$ cat config.mk
export PLATFORM = sky130hd
export DESIGN_NAME = pc_sequencer
export DESIGN_NICKNAME = d
export VERILOG_FILES = /design/src/rtl/cpu_pkg.sv /design/src/rtl/sat_counter.sv /design/src/rtl/pc_sequencer.sv
export SDC_FILE = /design/constraint.sdc
export NUM_CORES = 1
export LEC_CHECK = 0
export CAP_MARGIN = 15
export CORE_MARGIN = 2
export CORE_UTILIZATION = 37
export CTS_CLUSTER_SIZE = 40
export DETAILED_ROUTE_END_ITERATION = 10
export GPL_ROUTABILITY_DRIVEN = 0
export GPL_TIMING_DRIVEN = 0
export PLACE_DENSITY = 0.61
export SLEW_MARGIN = 10
export SYNTH_ARGS = -nofsm -noshare
export SYNTH_HDL_FRONTEND = slang
export SYNTH_SLANG_ARGS = --single-unit
$ cat constraint.sdc
create_clock -name clk -period 4.9 [get_ports clk]
set_clock_uncertainty 0.1 [all_clocks]
set_input_delay 0.98 -clock clk [delete_from_list [all_inputs] [get_ports clk]]
set_output_delay 0.98 -clock clk [all_outputs]
set_load 0.005 [all_outputs]
$ cat src/rtl/cpu_pkg.sv
// -----------------------------------------------------------------------------
// cpu_pkg
// Shared definitions for the CPU front end.
//   pc_state_t         : state encoding of the program-counter sequencer FSM
//   DEFAULT_RESET_PC   : first fetch address after reset
//   DEFAULT_STEP       : byte increment between sequential fetches
//   BR_COUNT_W         : width of the optional taken-branch counter
//                        (enabled by PC_BRANCH_COUNT_EN)
// -----------------------------------------------------------------------------
package cpu_pkg;

    typedef enum logic [1:0] {
        BOOT       = 2'd0,
        FETCH      = 2'd1,
        WAIT_STALL = 2'd2,
        DRAIN      = 2'd3
    } pc_state_t;

    localparam logic [31:0] DEFAULT_RESET_PC = 32'h0000_0000;
    localparam int          DEFAULT_STEP     = 4;
    localparam int          BR_COUNT_W       = 16;

endpackage : cpu_pkg

$ cat src/rtl/sat_counter.sv
// -----------------------------------------------------------------------------
// sat_counter
// Up-counter that sticks at its all-ones value instead of wrapping.
// Ports:
//   clk    in   clock, rising edge
//   rst_n  in   asynchronous active-low reset, clears the count
//   inc    in   add one this cycle (ignored once saturated)
//   count  out  current count value
// -----------------------------------------------------------------------------
module sat_counter #(
    parameter int W = 16
) (
    input  logic         clk,
    input  logic         rst_n,
    input  logic         inc,
    output logic [W-1:0] count
);

    // Hold at all-ones so a long run of events never reads back as a small count.
    always_ff @(posedge clk or negedge rst_n) begin
        if (!rst_n) begin
            count <= '0;
        end else if (inc && (count != '1)) begin
            count <= count + W'(1);
        end
    end

endmodule : sat_counter

$ cat src/rtl/pc_sequencer.sv
// -----------------------------------------------------------------------------
// pc_sequencer
// Program-counter sequencer sitting after the ALU. Issues instruction fetch
// addresses over a req/ack handshake, hands completed fetch PCs to decode,
// and redirects the fetch stream on taken branches (pulsing flush).
//
// Optional feature macro: PC_BRANCH_COUNT_EN adds a saturating 16-bit
// taken-branch counter on output br_count.
//
// Ports:
//   clk        in   clock, all state on rising edge
//   rst_n      in   asynchronous active-low reset
//   br_valid   in   ALU result is a branch this cycle
//   change_pc  in   branch taken (only looked at with br_valid)
//   br_target  in   branch target (ALU op_0)
//   stall      in   decode back-pressure, blocks starting new fetches
//   imem_req   out  fetch request
//   imem_addr  out  fetch address, stable while a request is pending
//   imem_ack   in   memory completed the pending request this cycle
//   pc_out     out  address of the fetch just completed
//   pc_valid   out  one-cycle pulse, pc_out is valid
//   flush      out  one-cycle pulse on a taken branch
//   br_count   out  taken-branch count (PC_BRANCH_COUNT_EN only)
// -----------------------------------------------------------------------------
module pc_sequencer
    import cpu_pkg::*;
#(
    parameter int              PC_W     = 32,
    parameter logic [PC_W-1:0] RESET_PC = PC_W'(DEFAULT_RESET_PC),
    parameter int              STEP     = DEFAULT_STEP
) (
    input  logic                  clk,
    input  logic                  rst_n,
    input  logic                  br_valid,
    input  logic                  change_pc,
    input  logic [PC_W-1:0]       br_target,
    input  logic                  stall,
    output logic                  imem_req,
    output logic [PC_W-1:0]       imem_addr,
    input  logic                  imem_ack,
    output logic [PC_W-1:0]       pc_out,
    output logic                  pc_valid,
    output logic                  flush
`ifdef PC_BRANCH_COUNT_EN
    ,
    output logic [BR_COUNT_W-1:0] br_count
`endif
);

    // STEP is a power of two; targets are forced onto a STEP boundary.
    localparam logic [PC_W-1:0] STEP_V     = PC_W'(STEP);
    localparam logic [PC_W-1:0] ALIGN_MASK = ~(STEP_V - PC_W'(1));

    pc_state_t       state, state_n;
    logic [PC_W-1:0] next_pc, next_pc_n;
    logic [PC_W-1:0] req_addr, req_addr_n;
    logic [PC_W-1:0] pc_out_n;
    logic            pc_valid_n;
    logic            flush_n;
    logic            drop, drop_n;

    logic            taken;
    logic [PC_W-1:0] taken_target;

    assign taken        = br_valid & change_pc;
    assign taken_target = br_target & ALIGN_MASK;

    // A request is on the bus in FETCH and while draining an abandoned fetch.
    assign imem_req  = (state == FETCH) || (state == DRAIN);
    assign imem_addr = req_addr;

    // State and datapath registers; reset clears everything asynchronously so
    // an outstanding response is simply forgotten.
    always_ff @(posedge clk or negedge rst_n) begin
        if (!rst_n) begin
            state    <= BOOT;
            next_pc  <= RESET_PC;
            req_addr <= RESET_PC;
            pc_out   <= '0;
            pc_valid <= 1'b0;
            flush    <= 1'b0;
            drop     <= 1'b0;
        end else begin
            state    <= state_n;
            next_pc  <= next_pc_n;
            req_addr <= req_addr_n;
            pc_out   <= pc_out_n;
            pc_valid <= pc_valid_n;
            flush    <= flush_n;
            drop     <= drop_n;
        end
    end

    // Next-state and next-output logic. next_pc always names the address of
    // the next fetch to issue; req_addr only moves when no request is
    // pending, so the bus address never changes under an unacknowledged
    // request.
    always_comb begin
        state_n    = state;
        next_pc_n  = next_pc;
        req_addr_n = req_addr;
        pc_out_n   = pc_out;
        pc_valid_n = 1'b0;
        flush_n    = taken;
        drop_n     = drop;

        unique case (state)
            BOOT: begin
                next_pc_n  = taken ? taken_target : next_pc;
                req_addr_n = next_pc_n;
                state_n    = stall ? WAIT_STALL : FETCH;
            end

            WAIT_STALL: begin
                // Nothing outstanding: a branch just replaces the next PC.
                next_pc_n  = taken ? taken_target : next_pc;
                req_addr_n = next_pc_n;
                if (!stall) begin
                    state_n = FETCH;
                end
            end

            FETCH: begin
                if (imem_ack) begin
                    if (taken) begin
                        // Response belongs to the wrong path: discard it.
                        next_pc_n = taken_target;
                    end else begin
                        next_pc_n = req_addr + STEP_V;
                        if (!drop) begin
                            pc_valid_n = 1'b1;
                            pc_out_n   = req_addr;
                        end
                    end
                    drop_n     = 1'b0;
                    req_addr_n = next_pc_n;
                    state_n    = stall ? WAIT_STALL : FETCH;
                end else if (taken) begin
                    // Request must stay on the bus until acked; remember to
                    // throw away its response.
                    next_pc_n = taken_target;
                    drop_n    = 1'b1;
                    state_n   = DRAIN;
                end
            end

            DRAIN: begin
                // Newest branch target wins if another arrives meanwhile.
                if (taken) begin
                    next_pc_n = taken_target;
                end
                if (imem_ack) begin
                    drop_n     = 1'b0;
                    req_addr_n = next_pc_n;
                    state_n    = stall ? WAIT_STALL : FETCH;
                end
            end

            default: begin
                state_n = BOOT;
            end
        endcase
    end

`ifdef PC_BRANCH_COUNT_EN
    // Count every taken branch the sequencer sees.
    sat_counter #(
        .W (BR_COUNT_W)
    ) u_br_counter (
        .clk   (clk),
        .rst_n (rst_n),
        .inc   (taken),
        .count (br_count)
    );
`endif

endmodule : pc_sequencer
Word-level counts from Yosys, hierarchy flattened
Index checks and enable logic that the tools add are counted.

Register bits after elaboration: 101. Memories kept: 0. Bits in latches: 0. Input port bits: 38. Output and inout port bits: 67. Bits in writable memories: 0. ROM bits: 0.

Bitwise operators: 3. Div/mod/pow operators: 0. Muxes and demuxes: 21. Equality and inequality tests: 7. Shifts and indexed selects: 0. $add $sub $neg: 1. $mul: 0. Magnitude comparators: 0. Reduce and logical (&&, ||, !) cells: 9.

Operators with widths (count): $mux 32 (5); $pmux 32 s3 (1); $pmux 32 s2 (1); $add 32x3->32 const B (1); $mux 2 (5); $pmux 2 s4 (1); $mux 1 (7); $ne 2x2->1 const B (3); $reduce_and 3->1 (2); $eq 2x2->1 const B (2); $reduce_and 4->1 (1); $ne 3x3->1 const B (1); $reduce_or 3->1 (1); $eq 2x1->1 const B (1); $logic_not 2->1 (1); $not 1->1 (2); $pmux 1 s2 (1); $reduce_and 2->1 (1); $reduce_bool 2->1 (1); $reduce_or 2->1 (1); $and 1x1->1 (1); $logic_or 1x1->1 (1).

Longest topological paths before layout
Depth after elaboration: 4. Depth in mapped cells: 8. Mapped depth without buffers: 7.

Least setup slack after synthesis
No wires, ideal clock.

Path type: input -> register. From: input port imem_ack. To: register next_pc[26]. Data required time: 4731 ps. Data arrival time: 2198 ps. Stages: 7. Path slack: 2533 ps. Cell sequence: clkbuf_1 and2_1 clkbuf_1 nand2_1 clkbuf_1 or3_1 nand3_1.

Longest elaborated chain between the ends: 2.

Ends and longest elaborated chain: from (decl) (line pc_sequencer.sv:40) `input logic imem_ack,`; $mux 32 (line pc_sequencer.sv:124) `if (imem_ack) begin`; $pmux 32 s2 (line pc_sequencer.sv:107) `unique case (state)`; net next_pc_n[26] (line pc_sequencer.sv:55) `logic [PC_W-1:0] next_pc, next_pc_n;`; to (signal assigned) (line pc_sequencer.sv:85) `next_pc <= next_pc_n;`; to (decl) (line pc_sequencer.sv:55).

The timed path passes the listed nets, and every way through them passes these cells. A chain may end at the register's enable or synchronous reset.

Final worst setup path
From: input port br_valid. To: register pc_out[29].

Longest elaborated chain between the ends: 3.

Ends and longest elaborated chain: from (decl) (line pc_sequencer.sv:34) `input logic br_valid,`; $and 1x1->1 (line pc_sequencer.sv:65) `assign taken = br_valid & change_pc;`; $not 1->1 (no source line); $reduce_and 4->1 (no source line); to (signal assigned) (line pc_sequencer.sv:87) `pc_out <= pc_out_n;`; to (decl) (line pc_sequencer.sv:41) `output logic [PC_W-1:0] pc_out,`.

No other way between the ends.

==> impl_metrics.toml <==
[die]
core_region_area_mm2 = 0.0144
initial_utilization_pct = 37.5
dieArea_mm2 = 0.0155
die_y_um = 125
placement_rows = 44
ioPinCount = 105
floorplan.die.width_um = 125

[grt]
vias_in_the_first_global_route = 4881
grt_max_degree = 77
grt_pass1_wl_um = 27500
grt.overflow.total = 0
grt_usage_pct = 22.8
antenna_found_initial = 0

[worst_setup_path]
critPathLaunchType = "input port"
timing.critical_path.arrival_ps = 3470
ff2ff_setup_slack_ps = 1730
endpoint_kind = "flop"
cp_data_required_time_ps = 5100
critPathKind = "input port to flop"
worst-path-max-fanout = 10

[place]
place_area_mm2 = 0.00665
placement.io_buffers = 101
placed_cells = 880
detailed_place_hpwl_um = 12500

[power_and_ir_drop]
power.ir.vdd_worst_mv = 0.254
leakage_nw = 2.91
power-per-cell-area_mw_per_mm2 = 610

[clock_tree]
cts_resized = 0
post_cts_buffers = 0
clk_pin_slew_worst_paths_ps = 70
cts_hold_buf = 0
h_tree_levels = 3
tritoncts = "built"
clk_latency_ps = 370
clock_sinks = 101
cts_buffers = 9
clock_tree.root_cell = "sky130_fd_sc_hd__clkbuf_16"
clk_path_buf_depth = 2

[logic_synthesis]
ys_types = 70
synthesis.area_mm2 = 0.00538
synth_warnings = 0
syn_inst = 594
ys_seq_area_share_pct = 46.9
primary_ff_master_synth = "sky130_fd_sc_hd__dfrtp_1"
synthesis.nets = 637
synth-seq-cells = 101
async_flop_share_pct = 100
syn-mean-instance-area_um2 = 9.06
synth-edff-count = 0

[finish]
num-nets-final = 750
final_cell_area_mm2 = 0.00695
area_growth_pct = 29.0
fillerInstances = 1346
layout-drive-gt1-share_pct = 6.32
insertedDiodeCount = 0
finish.utilization_pct = 48.4
post_layout_nonfiller_instances = 896

[drt]
dr.first_iter.drc_count = 522
detail_route.vias_per_cell = 5.66
route.detailed.wl_per_inst_um = 19.8
detailroute.via_count = 5067
route.antenna.remaining_nets = 0
detail_route.wirelength_um = 17700
drcViolationCount = 0
detail_route.first_pass.iterations = 7

[sta]
layout_min_cycle_time_ps = 3270
drv_slew = 0
fin_setup_tns_ps = 0
whs_ps = 372
setup-violations-final = 0
timing.final.hold_violations = 0
maxSlewHeadroom_pct = 23.6
fmax_mhz = 306
rsz0062_at_grt = "no"
min_period_over_period_pct = 66.7
tightest_slew_ps = 1140

[flow_run]
max_cap_viol_count = 0

[status]
run_status = "complete, no violations"

[min_path]
min-delay-path-class = "input port to async pin"
## placed cells by master (no fill, tap or decap), types with 3 or more instances in the layout
master	instances
sky130_fd_sc_hd__a21oi_1	28
sky130_fd_sc_hd__a221o_1	5
sky130_fd_sc_hd__a221oi_1	5
sky130_fd_sc_hd__a22oi_1	24
sky130_fd_sc_hd__a2bb2oi_1	4
sky130_fd_sc_hd__a31oi_1	7
sky130_fd_sc_hd__and3_1	4
sky130_fd_sc_hd__buf_1	4
sky130_fd_sc_hd__buf_6	6
sky130_fd_sc_hd__clkbuf_1	31
sky130_fd_sc_hd__clkbuf_16	9
sky130_fd_sc_hd__clkbuf_8	3
sky130_fd_sc_hd__clkdlybuf4s50_1	100
sky130_fd_sc_hd__dfrtp_1	101
sky130_fd_sc_hd__ha_1	5
sky130_fd_sc_hd__inv_1	13
sky130_fd_sc_hd__nand2_1	129
sky130_fd_sc_hd__nand3_1	16
sky130_fd_sc_hd__nand4_1	11
sky130_fd_sc_hd__nor2_1	31
sky130_fd_sc_hd__nor3_1	4
sky130_fd_sc_hd__nor4_1	4
sky130_fd_sc_hd__nor4_4	3
sky130_fd_sc_hd__o211ai_1	9
sky130_fd_sc_hd__o21ai_0	58
sky130_fd_sc_hd__o22a_1	3
sky130_fd_sc_hd__o31ai_1	4
sky130_fd_sc_hd__xnor2_1	17
sky130_fd_sc_hd__xor2_1	9
## path summary, 6_finish.rpt
check / startpoint / endpoint / cells past startpoint
setup / recovery: br_valid / pc_out[29] / 7
hold / removal: rst_n / flush / 1
setup reg to reg: state[1] / imem_addr[16] / 8
hold reg to reg: pc_out[12] / pc_out[12] / 2
max in group asynchronous: rst_n / pc_out[25] / 2
min in group clk: pc_out[12] / pc_out[12] / 2
## power breakdown
group	internal [mW]	switching, mW
logic	0.951	1.02
registers	1.18	0.353
clock network	0.409	0.324
## through the flow
stage | total power, mW | worst slack [ps]
finish | 4.24 | 1630
global route | 4.51 | 1510
CTS | 4.23 | 1690
detailed placement | 3.50 | 1330
global placement | 3.43 | -1260
floorplan | 2.53 | 2530
## synth_stat cells, types with 7 or more instances
| library cell | n | share of area [%] |
|---|---|---|
| sky130_fd_sc_hd__a21oi_1 | 28 | 2.6 |
| sky130_fd_sc_hd__a22oi_1 | 24 | 3.3 |
| sky130_fd_sc_hd__o21ai_0 | 58 | 5.4 |
| sky130_fd_sc_hd__nand2_1 | 129 | 9.0 |
| sky130_fd_sc_hd__xor2_1 | 9 | 1.5 |
| sky130_fd_sc_hd__dfrtp_1 | 101 | 47 |
| sky130_fd_sc_hd__nand3_1 | 16 | 1.5 |
| sky130_fd_sc_hd__nor2_1 | 31 | 2.2 |
| sky130_fd_sc_hd__inv_1 | 13 | 0.91 |
| sky130_fd_sc_hd__o211ai_1 | 9 | 1.3 |
| sky130_fd_sc_hd__xnor2_1 | 17 | 2.8 |
| sky130_fd_sc_hd__a31oi_1 | 7 | 0.81 |
| sky130_fd_sc_hd__nand4_1 | 11 | 1.3 |
| sky130_fd_sc_hd__clkbuf_1 | 29 | 2.0 |
## routing by layer
layer	part of all wire, %	track usage [%]
met3	5.8	3.48
met2	48	36.5
met5	0	0
met1	44	31.4
met4	2.0	8.26
## flip-flops by register name, summed over array words and instances (netlist names)
signal and cells:
drop 1, flush 1, imem_addr 32, next_pc 32
pc_out 32, pc_valid 1, state 2
## worst max-delay path, cell delays in order
cell and delay [ps]:
sky130_fd_sc_hd__clkdlybuf4s50_1 450, sky130_fd_sc_hd__a21boi_1 510, sky130_fd_sc_hd__nand3b_1 430, sky130_fd_sc_hd__inv_2 230, sky130_fd_sc_hd__clkbuf_1 550, sky130_fd_sc_hd__nand2_1 230, sky130_fd_sc_hd__nand2_1 90
## layout make-up
cell class / instances / area, um^2 / area share [%]
inverter: 14 / 52.6 / 0.756
timing repair buffer: 102 / 1040 / 15.0
multi-input combinational: 436 / 2580 / 37.1
clock inverter: 4 / 47.5 / 0.684
clock buffer: 12 / 246 / 3.55
sequential: 101 / 2530 / 36.4
tap: 184 / 230 / 3.31
buffer: 43 / 225 / 3.24
## cells by family after synthesis
group / synth area share (%)
AOI/OAI and AO/OA: 21.5
xor gates and xnor gates: 4.23
adders and majority gates: 1.16
buffers and inverters: 5.16
DFF: 46.9
muxes: 0.372
and+or+nand+nor: 20.7
Note: power is estimated with default switching activity, not from simulation.
